$ cat config.mk
export PLATFORM = sky130hd
export DESIGN_NAME = note_player
export DESIGN_NICKNAME = d
export VERILOG_FILES = /design/src/rtl/note_player.sv
export SDC_FILE = /design/constraint.sdc
export NUM_CORES = 1
export LEC_CHECK = 0
export CAP_MARGIN = 10
export CORE_MARGIN = 10
export CORE_UTILIZATION = 58
export DETAILED_ROUTE_END_ITERATION = 12
export PLACE_DENSITY = 0.87
export SYNTH_ARGS = -nofsm -noshare
export SYNTH_HDL_FRONTEND = slang
export SYNTH_SLANG_ARGS = --single-unit
$ cat constraint.sdc
create_clock -name i_clk -period 3.4 [get_ports i_clk]
set_input_delay 0.51 -clock i_clk [delete_from_list [all_inputs] [get_ports i_clk]]
set_output_delay 0.51 -clock i_clk [all_outputs]
set_load 0.02 [all_outputs]
$ cat src/rtl/note_player.sv
// note_player: plays a song from the note library, one beat per note, as a square-wave buzzer tone.
// Optional feature NOTE_PLAYER_LOOP_EN: restart the song from index 0 instead of stopping.
module note_player #(
  parameter int unsigned CLK_HZ      = 100_000_000,
  parameter int unsigned BEAT_CYCLES = 25_000_000,
  parameter int unsigned GAP_CYCLES  = 2_500_000,
  parameter int unsigned ADDR_W      = 4
) (
  input  logic              i_clk,
  input  logic              i_rst,
  input  logic [1:0]        i_song_select,
  input  logic              i_start,
  input  logic              i_pause,
  output logic [1:0]        o_lib_select,
  output logic [ADDR_W-1:0] o_note_index,
  input  logic [3:0]        i_note,
  input  logic              i_end_of_song,
  output logic              o_buzzer,
  output logic              o_playing,
  output logic [3:0]        o_cur_note,
  output logic              o_done
);

  localparam int unsigned HalfC4 = CLK_HZ / (2 * 262);
  localparam int unsigned HalfD4 = CLK_HZ / (2 * 294);
  localparam int unsigned HalfE4 = CLK_HZ / (2 * 330);
  localparam int unsigned HalfF4 = CLK_HZ / (2 * 349);
  localparam int unsigned HalfG4 = CLK_HZ / (2 * 392);
  localparam int unsigned HalfA4 = CLK_HZ / (2 * 440);
  localparam int unsigned HalfB4 = CLK_HZ / (2 * 494);
  localparam int unsigned HalfC5 = CLK_HZ / (4 * 262);
  localparam int unsigned HalfD5 = CLK_HZ / (4 * 294);
  localparam int unsigned HalfE5 = CLK_HZ / (4 * 330);
  localparam int unsigned HalfF5 = CLK_HZ / (4 * 349);
  localparam int unsigned HalfG5 = CLK_HZ / (4 * 392);
  localparam int unsigned HalfA5 = CLK_HZ / (4 * 440);
  localparam int unsigned HalfB5 = CLK_HZ / (4 * 494);

  localparam int unsigned BeatW = $clog2(BEAT_CYCLES);
  localparam int unsigned ToneW = $clog2(HalfC4);

  localparam logic [BeatW-1:0]  PlayLast = BeatW'(BEAT_CYCLES - GAP_CYCLES - 1);
  localparam logic [BeatW-1:0]  BeatLast = BeatW'(BEAT_CYCLES - 1);
  localparam logic [ADDR_W-1:0] IdxLast  = '1;

  typedef enum logic [2:0] {StIdle, StFetch, StPlay, StGap, StDone} state_e;

  state_e             r_state, w_state_d;
  logic [1:0]         r_lib_select, w_lib_select_d;
  logic [ADDR_W-1:0]  r_note_index, w_note_index_d;
  logic [3:0]         r_cur_note, w_cur_note_d;
  logic [BeatW-1:0]   r_beat_cnt, w_beat_cnt_d;
  logic [ToneW-1:0]   r_tone_cnt, w_tone_cnt_d;
  logic               r_buzzer, w_buzzer_d;
  logic [ToneW-1:0]   w_half_m1;

  always_comb begin
    w_half_m1 = ToneW'(HalfC4 - 1);
    case (r_cur_note)
      4'd1:    w_half_m1 = ToneW'(HalfC4 - 1);
      4'd2:    w_half_m1 = ToneW'(HalfD4 - 1);
      4'd3:    w_half_m1 = ToneW'(HalfE4 - 1);
      4'd4:    w_half_m1 = ToneW'(HalfF4 - 1);
      4'd5:    w_half_m1 = ToneW'(HalfG4 - 1);
      4'd6:    w_half_m1 = ToneW'(HalfA4 - 1);
      4'd7:    w_half_m1 = ToneW'(HalfB4 - 1);
      4'd8:    w_half_m1 = ToneW'(HalfC5 - 1);
      4'd9:    w_half_m1 = ToneW'(HalfD5 - 1);
      4'd10:   w_half_m1 = ToneW'(HalfE5 - 1);
      4'd11:   w_half_m1 = ToneW'(HalfF5 - 1);
      4'd12:   w_half_m1 = ToneW'(HalfG5 - 1);
      4'd13:   w_half_m1 = ToneW'(HalfA5 - 1);
      4'd14:   w_half_m1 = ToneW'(HalfB5 - 1);
      default: w_half_m1 = ToneW'(HalfC4 - 1);
    endcase
  end

  always_comb begin
    w_state_d      = r_state;
    w_lib_select_d = r_lib_select;
    w_note_index_d = r_note_index;
    w_cur_note_d   = r_cur_note;
    w_beat_cnt_d   = r_beat_cnt;
    w_tone_cnt_d   = r_tone_cnt;
    w_buzzer_d     = r_buzzer;
    // start wins over pause and over the end-of-beat advance
    if (i_start) begin
      w_state_d      = StFetch;
      w_lib_select_d = i_song_select;
      w_note_index_d = '0;
      w_cur_note_d   = '0;
      w_buzzer_d     = 1'b0;
    end else begin
      unique case (r_state)
        StIdle: begin
          w_buzzer_d = 1'b0;
        end
        StFetch: begin
          w_buzzer_d = 1'b0;
          if (i_end_of_song || (i_note == 4'hF)) begin
            w_state_d    = StDone;
            w_cur_note_d = '0;
          end else begin
            w_state_d    = StPlay;
            w_cur_note_d = i_note;
            w_beat_cnt_d = '0;
            w_tone_cnt_d = '0;
          end
        end
        StPlay: begin
          if (!i_pause) begin
            w_beat_cnt_d = r_beat_cnt + 1'b1;
            if (r_cur_note != 4'd0) begin
              if (r_tone_cnt == w_half_m1) begin
                w_tone_cnt_d = '0;
                w_buzzer_d   = ~r_buzzer;
              end else begin
                w_tone_cnt_d = r_tone_cnt + 1'b1;
              end
            end
            if (r_beat_cnt == PlayLast) begin
              w_state_d  = StGap;
              w_buzzer_d = 1'b0;
            end
          end
        end
        StGap: begin
          w_buzzer_d = 1'b0;
          if (!i_pause) begin
            w_beat_cnt_d = r_beat_cnt + 1'b1;
            if (r_beat_cnt == BeatLast) begin
              if (r_note_index == IdxLast) begin
                w_state_d    = StDone;
                w_cur_note_d = '0;
              end else begin
                w_state_d      = StFetch;
                w_note_index_d = r_note_index + 1'b1;
              end
            end
          end
        end
        StDone: begin
          w_buzzer_d     = 1'b0;
          w_note_index_d = '0;
`ifdef NOTE_PLAYER_LOOP_EN
          w_state_d      = StFetch;
`else
          w_state_d      = StIdle;
`endif
        end
        default: begin
          w_state_d  = StIdle;
          w_buzzer_d = 1'b0;
        end
      endcase
    end
  end

  always_ff @(posedge i_clk) begin
    if (i_rst) begin
      r_state      <= StIdle;
      r_lib_select <= '0;
      r_note_index <= '0;
      r_cur_note   <= '0;
      r_beat_cnt   <= '0;
      r_tone_cnt   <= '0;
      r_buzzer     <= 1'b0;
    end else begin
      r_state      <= w_state_d;
      r_lib_select <= w_lib_select_d;
      r_note_index <= w_note_index_d;
      r_cur_note   <= w_cur_note_d;
      r_beat_cnt   <= w_beat_cnt_d;
      r_tone_cnt   <= w_tone_cnt_d;
      r_buzzer     <= w_buzzer_d;
    end
  end

  // Pause mutes combinationally; the tone phase itself is held in r_buzzer.
  always_comb begin
    o_lib_select = r_lib_select;
    o_note_index = r_note_index;
    o_cur_note   = r_cur_note;
    o_buzzer     = r_buzzer && (r_state == StPlay) && !i_pause;
    o_done       = (r_state == StDone);
`ifdef NOTE_PLAYER_LOOP_EN
    o_playing    = (r_state == StFetch) || (r_state == StPlay) || (r_state == StGap) ||
                   (r_state == StDone);
`else
    o_playing    = (r_state == StFetch) || (r_state == StPlay) || (r_state == StGap);
`endif
  end

endmodule

==> results.json, run 1 <==
{
  "status": "finished clean",
  "gp_congestion": 0.895,
  "max_slew_margin_pct": 53.4,
  "drc": 0,
  "crit_arrival_ns": 3.25,
  "required_ns": 3.64,
  "whs_path_depth": 2,
  "worstSkewPairLatency_ns": 0.35,
  "detail_route.wl_per_cell_um": 16.3,
  "setup_viol_count_final": 0,
  "irDropWorstVdd_uv": 195,
  "htreeDepth": 3,
  "power_density_nw_per_um2": 391,
  "rr_worst_depth": 9,
  "clk_path_buf_depth": 2,
  "syn_to_final_growth_pct": 13.2,
  "ys_warn_count": 0,
  "cts-buffers-inserted": 9,
  "cts_resized": 0,
  "grt_usage_pct": 18.4,
  "synth_top_family_by_area": "simple AND/OR/NAND/NOR gates",
  "synth_cell_types": 70,
  "yosysMostFrequentCell": "dfxtp_1",
  "fmax_mhz": 333,
  "r2r-end": "w_half_m1[13]",
  "synth-compound-area-share_pct": 14.2,
  "rsz0062_at_grt": "no",
  "place_area_um2": 4320,
  "hold_path.class": "reg2reg",
  "synth_top_area_cell": "dfxtp_1",
  "cts.sinks": 75,
  "synth_top_area_share_pct": 37.4,
  "yosys.area_share.simple_pct": 27.6,
  "endpoint_kind": "register",
  "ctsHoldBuffers": 0,
  "total_leakage_power_uw": 0.00176,
  "worst_r2r_startpoint": "r_beat_cnt[13]",
  "drive_gt1_share_pct": 9.33,
  "post_cts_buffers": 0,
  "drt-initial-drc-count": 202,
  "syn_inst": 463,
  "cap_violations": 0,
  "synth.area.mux_share_pct": 1.25,
  "grt_pass1_wl_um": 15900,
  "cp_max_fo": 8,
  "syn_avg_cell_area_um2": 8.67,
  "syn_area_um2": 4020,
  "via_per_inst": 6.12,
  "utilization_pct": 67.2,
  "synth_edf_count": 0,
  "tightest_slew_ns": 0.699,
  "final_nets": 508,
  "antennaDiodeCount": 0,
  "instances_no_fill": 573,
  "start_kind": "register",
  "async_reset_ff_share_pct": 0,
  "synth.yosys.seq_area_share_pct": 37.4,
  "start_util_pct": 59.4,
  "min_from": "o_lib_select[1]",
  "design_area_um2": 4540,
  "ios": 24,
  "period_share_pct": 88.3,
  "synth_xor_xnor_area_share_pct": 12.7,
  "ys_top_cells_by_count": "dfxtp_1, nor2_1, xor2_1",
  "r2r_slack_ns": 0.40,
  "drt-pass1-iter-count": 5,
  "grt_pass1_vias": 3386,
  "ys.flop_type": "dfxtp_1",
  "final_max_slew_viol_count": 0,
  "fin_skew_ns": 0.00749,
  "grt_max_degree": 24,
  "min_period_ns": 3.00,
  "clk_pin_slew_ns": 0.08,
  "drt_wl_total_um": 9330,
  "tritoncts": "done",
  "rows": 30,
  "holdPathEnd": "o_lib_select[1]",
  "cts-root-buf": "clkbuf_8",
  "ys_top_cells_by_area": "dfxtp_1, xor2_1, nor2_1, xnor2_1, nand4_1",
  "place_inst": 557,
  "die_h_um": 103,
  "dieWidth_um": 103,
  "hold_violations": 0,
  "portBuffers": 23,
  "tns_ns": 0,
  "vias": 3505,
  "synth_adder_area_share_pct": 2.80,
  "die_area_um2": 10700,
  "ys_ff_latch": 75,
  "antenna_found_initial": 0,
  "critPathKind": "reg2reg",
  "placeableCoreArea_um2": 6760,
  "grt-ovfl-total": 0,
  "antenna_left": 0,
  "syn_nets": 483,
  "dp_hpwl_um": 6940
}
## state kept, by name (all words and copies together) (netlist names)
signal,flops
o_cur_note,4
o_lib_select,2
o_note_index,4
r_beat_cnt,25
r_buzzer,1
r_state,3
r_tone_cnt,18
w_half_m1,18
## report_power, final
group	internal [µW]	switching [µW]
registers	886	8.67
logic	43.3	57.8
clock network	457	324
## worst max-delay path by stage
stage                         startpoint            end  slack [ns]  depth (start not counted)
after floorplan           r_beat_cnt[13]  w_half_m1[13]        0.82                          9
after global placement         i_note[0]  w_half_m1[13]        0.31                          9
after detailed placement       i_note[0]  w_half_m1[13]        0.22                          9
after CTS                 r_beat_cnt[13]  w_half_m1[13]        0.44                          9
after global routing      r_beat_cnt[13]  w_half_m1[13]        0.20                          9
final                     r_beat_cnt[13]  w_half_m1[13]        0.40                          9
## worst max-delay path, stage by stage (launching register included)
cell and delay, ns:
dfxtp_1 0.47, or3b_4 0.44, nor4_4 0.37, nand3_4 0.16, a21o_1 0.23, a21oi_1 0.36, ha_1 0.37, a21oi_1 0.23
a21oi_1 0.07, o22a_1 0.20
## routing by layer
metal  share of wire, %  track usage, %
met1                 46            23.6
met2                 46            29.5
met3                6.7            4.98
met4                1.0            5.56
met5                  0               0
## layout make-up
type / instances / area, µm²
clock buffer: 13 / 159
timing repair buffer: 32 / 298
tap: 80 / 100
inverter: 16 / 65.1
clock inverter: 3 / 68.8
sequential: 75 / 1500
fill: 526 / 2210
multi-input combinational: 354 / 2350
## placed cells by master, fill, tap and decap left out, drive strengths merged, types with 10 or more instances in the layout
| master | n |
|---|---|
| inv | 17 |
| dfxtp | 75 |
| nor3 | 10 |
| nand2 | 26 |
| clkbuf | 13 |
| xor2 | 32 |
| o21ai | 11 |
| a21oi | 19 |
| and3 | 20 |
| nand4 | 20 |
| xnor2 | 26 |
| clkdlybuf4s50 | 23 |
| nor2 | 64 |
| nand3 | 26 |
## kinds of logic (layout without fill, tap and decap cells)
logic type | count (synthesis) | in the layout
AND/OR/NAND/NOR | 205 | 205
multiplexers | 5 | 5
adder cells (fa/ha/maj) | 9 | 9
XOR/XNOR | 58 | 58
buffers and inverters | 34 | 64
AO/OA/AOI/OAI | 77 | 77
flip-flops | 75 | 75
## per-stage QoR
step | setup WS [ns] | hold WS, ns | power, µW
after floorplan | 0.821 | 0.462 | 976
after global placement | 0.312 | 0.474 | 1010
after detailed placement | 0.219 | 0.481 | 1010
after CTS | 0.439 | 0.499 | 1780
after global routing | 0.197 | 0.528 | 1840
final | 0.398 | 0.490 | 1780
No activity file was read; power rests on OpenSTA's default activity.
==> run 2: changes to the inputs <==
CORE_UTILIZATION = 54   (was 58)
PLACE_DENSITY = 0.85   (was 0.87)
clock period = 2.6 ns   (was 3.4 ns; I/O delays follow)
==> run 2 against run 1 <==
Clock power grew 19%. Non-clock buffer count grew 38. Total power grew 27%. Clock-buffer cell count shrank 2. Sequential share of layout area shrank 2.0 points. Utilization shrank 0.52 points. Flip-flop and latch count is the same. Die area grew 6.0%. Critical path depth is the same. Sequential power grew 31%. Maximum frequency grew 20%. First-iteration DRC count grew 12%.
==> results.json, run 2 (same netlist as run 1, synthesis figures left out) <==
{
  "status": "finished clean",
  "crit_arrival_ns": 2.74,
  "max_stage_delay_ns": 0.41,
  "regArea_um2": 1500,
  "worst_r2r_startpoint": "r_beat_cnt[13]",
  "grt-ovfl-total": 0,
  "drt-initial-drc-count": 227,
  "syn_to_final_growth_pct": 20.5,
  "tightest_slew_ns": 0.833,
  "rr_worst_depth": 9,
  "nFillCells": 564,
  "crit_path_end": "w_half_m1[13]",
  "antenna_found_initial": 0,
  "antennaDiodeCount": 0,
  "worst_slack_ns": 0.106,
  "cp_top_family": "simple AND/OR/NAND/NOR gates",
  "total_leakage_power_uw": 0.00194,
  "grt_pass1_vias": 3610,
  "hold_ws_ns": 0.498,
  "cap_violations": 0,
  "antenna_left": 0,
  "irDropWorstVdd_uv": 264,
  "grt_pass1_wl_um": 16800,
  "drive_gt1_share_pct": 16.4,
  "cp_common_cell": "a21oi_1",
  "startpoint": "r_beat_cnt[13]",
  "cts-buffers-inserted": 9,
  "r2r_slack_ns": 0.11,
  "vias": 3686,
  "detail_route.wl_per_cell_um": 15.7,
  "worstSkewPairLatency_ns": 0.36,
  "path_buf_inv": 0,
  "final_common_cell": "dfxtp_1",
  "largest_register_ffs": 25,
  "cts.sinks": 75,
  "place_ws_ns": -0.160,
  "ctsHoldBuffers": 0,
  "final_nets": 546,
  "dp_hpwl_um": 7410,
  "crit_chain": "or3b_4, nor4_4, nand3_4, a21o_1, a21oi_2, ha_1, a21oi_1, a21oi_1, o22a_1",
  "clk_path_buf_depth": 2,
  "start_kind": "register",
  "r2r-end": "w_half_m1[13]",
  "min_period_ns": 2.49,
  "cp_max_fo": 4,
  "hold_violations": 0,
  "regMostFlops": "r_beat_cnt",
  "dieWidth_um": 106,
  "drt-pass1-iter-count": 8,
  "grt_max_degree": 24,
  "tritoncts": "done",
  "power_density_nw_per_um2": 465,
  "multi_input_area_um2": 2360,
  "drc": 0,
  "critPathKind": "reg2reg",
  "via_per_inst": 5.85,
  "die_area_um2": 11300,
  "die_h_um": 106,
  "gp_congestion": 0.919,
  "post_cts_buffers": 0,
  "setup_viol_count_final": 0,
  "htreeDepth": 3,
  "endpoint_kind": "register",
  "period_share_pct": 95.9,
  "max_slew_margin_pct": 44.0,
  "required_ns": 2.85,
  "grt_usage_pct": 17.8,
  "cts-root-buf": "clkbuf_8",
  "crit_cells": 9,
  "final_cell_mix": "dfxtp_1, nor2_1, buf_4",
  "final_max_slew_viol_count": 0,
  "start_util_pct": 55.4,
  "slowest_stage": "or3b_4",
  "drt_wl_total_um": 9910,
  "ios": 24,
  "hold_path.class": "reg2reg",
  "clk_pin_slew_ns": 0.09,
  "fmax_mhz": 401,
  "placeableCoreArea_um2": 7250,
  "fin_skew_ns": 0.0162,
  "rows": 31,
  "portBuffers": 23
}
[run 2: how the worst min path moves through the flow]
stage / cells after the start / start / endpoint
floorplan: 2 / r_beat_cnt[1] / r_beat_cnt[1]
global placement: 2 / o_lib_select[1] / o_lib_select[1]
detailed placement: 2 / o_lib_select[0] / o_lib_select[0]
CTS: 2 / o_lib_select[0] / o_lib_select[0]
global route: 2 / r_beat_cnt[1] / r_beat_cnt[1]
finish: 2 / o_lib_select[1] / o_lib_select[1]
[run 2: final cells by class]
| type | instances | area share [%] |
|---|---|---|
| Multi-Input combinational cell | 354 | 48.8 |
| Clock buffer | 11 | 2.92 |
| Tap cell | 99 | 2.56 |
| Timing Repair Buffer | 70 | 12.1 |
| Inverter | 16 | 1.34 |
| Sequential cell | 75 | 31.0 |
| Clock inverter | 5 | 1.29 |
[run 2: worst register-to-register path: stages, from the launching register on]
cell,delay [ns]
dfxtp_1,0.34
or3b_4,0.41
nor4_4,0.36
nand3_4,0.13
a21o_1,0.19
a21oi_2,0.21
ha_1,0.31
a21oi_1,0.18
a21oi_1,0.06
o22a_1,0.19
[run 2: power by group]
group	leakage, µW	switching (µW)	internal (µW)
Clock	0.0000957	454	473
Combinational	0.00124	85.4	71.9
Sequential	0.000606	7.89	1160
[run 2: layer usage]
layer	global-route usage, %	up-vias	part of all wire (%)
li1	-	1787	-
met4	7.06	0	2.4
met2	27.7	142	45
met5	0	-	0
met1	22.7	1736	46
met3	5.25	21	6.7
[run 2: per-stage QoR]
step	total power, µW	util [%]	instances	area [µm²]	TNS [ns]
final	2250	66.7	630	4840	0
after CTS	2250	66.6	630	4830	0
after detailed placement	1350	63.8	614	4620	-0.807
after global routing	2320	66.7	630	4840	-0.000847
after global placement	1340	63.8	614	4620	-0.100
after floorplan	1280	-	463	4020	0
[run 2: repair_timing]
item | CTS | global route
endpoints found under the setup margin | 1 | 9
gates cloned | 0 | 0
resized for setup | 1 | 2
==> run 3: changes to the inputs <==
RECOVER_POWER = 25   (was default)
SLEW_MARGIN = 20   (was default)
==> run 3 against run 2 <==
Via count decreased by 0.57%. Global-route usage unchanged. Total power decreased by 0.20%. Non-clock buffer count unchanged. Setup slack improved by 0.012 ns. Largest cell class unchanged.
==> results.json, run 3 (same netlist as run 1, synthesis figures left out) <==
{
  "status": "finished clean",
  "cts-buffers-inserted": 9,
  "hold_violations": 0,
  "pwr-share-seq_pct": 51.9,
  "switchingPower_uw": 546,
  "start_kind": "register",
  "utilization_pct": 66.3,
  "endpoint_kind": "register",
  "final_cell_mix": "dfxtp_1, nor2_1, buf_4",
  "setup_viol_count_final": 0,
  "drt-pass1-iter-count": 6,
  "path_buf_inv": 0,
  "period_share_pct": 95.5,
  "max_slew_margin_pct": 42.5,
  "regMostFlops": "r_beat_cnt",
  "die_area_um2": 11300,
  "p_sw_share_pct": 24.3,
  "drt_wl_total_um": 9950,
  "via_per_inst": 5.82,
  "antenna_left": 0,
  "grt_usage_pct": 17.8,
  "grt-ovfl-total": 0,
  "detail_route.wl_per_cell_um": 15.8,
  "clockPowerShare_pct": 41.2,
  "whs_path_depth": 2,
  "drt-initial-drc-count": 236,
  "grt_max_degree": 24,
  "wl_met1_um": 4590,
  "portBuffers": 23,
  "drc": 0,
  "nFillCells": 578,
  "irDropWorstVdd_uv": 264,
  "place_inst": 614,
  "fmax_mhz": 403,
  "grt_pass1_vias": 3610,
  "crit_arrival_ns": 2.73,
  "tightest_slew_ns": 0.856,
  "clk_path_buf_depth": 2,
  "tritoncts": "done",
  "vias": 3665,
  "routed.top_layer": "met4",
  "fin_skew_ns": 0.0158,
  "max_stage_delay_ns": 0.41,
  "final_nets": 546,
  "min_period_ns": 2.48,
  "combPwrFrac_pct": 6.8,
  "wl_met3_um": 689,
  "drive_gt1_share_pct": 14.9,
  "crit_cells": 9,
  "cp_max_fo": 4,
  "cp_common_cell": "a21oi_1",
  "rr_worst_depth": 9,
  "antenna_found_initial": 0,
  "hold_path.class": "reg2reg",
  "power_density_nw_per_um2": 467,
  "total_leakage_power_uw": 0.00195,
  "instances_no_fill": 630,
  "worstSkewPairLatency_ns": 0.36,
  "largest_register_ffs": 25,
  "ios": 24,
  "cts.sinks": 75,
  "critPathKind": "reg2reg",
  "r2r_slack_ns": 0.12,
  "start_util_pct": 55.4,
  "clk_pin_slew_ns": 0.09,
  "gp_congestion": 0.919,
  "rows": 31,
  "syn_to_final_growth_pct": 19.7,
  "grt_pass1_wl_um": 16800,
  "tns_ns": 0,
  "cp_top_family": "simple AND/OR/NAND/NOR gates",
  "required_ns": 2.85,
  "crit_chain": "or3b_4, nor4_4, nand3_4, a21o_1, a21oi_2, ha_1, a21oi_1, a21oi_1, o22a_1",
  "final_max_slew_viol_count": 0,
  "internal_power_uw": 1700,
  "ctsHoldBuffers": 0,
  "antennaDiodeCount": 0,
  "die_h_um": 106,
  "cap_violations": 0,
  "placeableCoreArea_um2": 7250,
  "dp_hpwl_um": 7410,
  "wl_met2_um": 4440,
  "post_cts_buffers": 0,
  "final_common_cell": "dfxtp_1",
  "cts-root-buf": "clkbuf_8",
  "slowest_stage": "or3b_4",
  "htreeDepth": 3,
  "dieWidth_um": 106
}
==> run 3: stage by stage <==
stage | worst slack (ns) | area, µm² | total power (µW) | hold slack (ns)
global route | -0.000847 | 4810 | 2320 | 0.542
global placement | -0.0587 | 4620 | 1340 | 0.474
finish | 0.118 | 4810 | 2250 | 0.491
CTS | 0.0251 | 4830 | 2250 | 0.505
floorplan | 0.0212 | 4020 | 1280 | 0.462
detailed placement | -0.160 | 4620 | 1350 | 0.488
==> run 3: power by group through the flow <==
stage               Combinational (µW)  Clock (µW)  Sequential, µW
finish                             154         927            1170
global route                       166         984            1170
CTS                                154         928            1170
detailed placement                 153           0            1190
global placement                   150           0            1190
floorplan                         81.3           0            1190
==> run 3: final timing paths <==
path / endpoint / from
worst max-delay path: w_half_m1[13] / r_beat_cnt[13]
worst min-delay path: o_lib_select[1] / o_lib_select[1]
worst max register to register: w_half_m1[13] / r_beat_cnt[13]
worst min register to register: o_lib_select[1] / o_lib_select[1]
==> run 3: repair_timing <==
action | in CTS | in global routing
endpoints found under the setup margin | 1 | 9
hold endpoints to repair | 0 | 0
resized for setup | 1 | 2
==> run 3: metal layers <==
metal	track usage (%)	vias up
met5	0	-
met4	7.06	0
met2	27.7	149
met1	22.7	1710
li1	-	1785
met3	5.25	21
==> run 3: cell type report <==
| class | instances | area, µm² | share of cell area, % |
|---|---|---|---|
| inverters | 16 | 65.1 | 1.35 |
| flip-flops and latches | 75 | 1500 | 31.2 |
| repair buffers | 70 | 563 | 11.7 |
| multi-input cells | 354 | 2350 | 48.9 |
| well taps | 99 | 124 | 2.58 |
| clock inverters | 5 | 62.6 | 1.30 |
| clock buffers | 11 | 141 | 2.94 |
==> run 3: worst register-to-register path: cells and delay by family (launching register included) <==
kind / cells / cell delay, ns
fa+ha+maj: 1 / 0.30
compound gates: 5 / 0.83
flops: 1 / 0.34
simple gates: 3 / 0.90
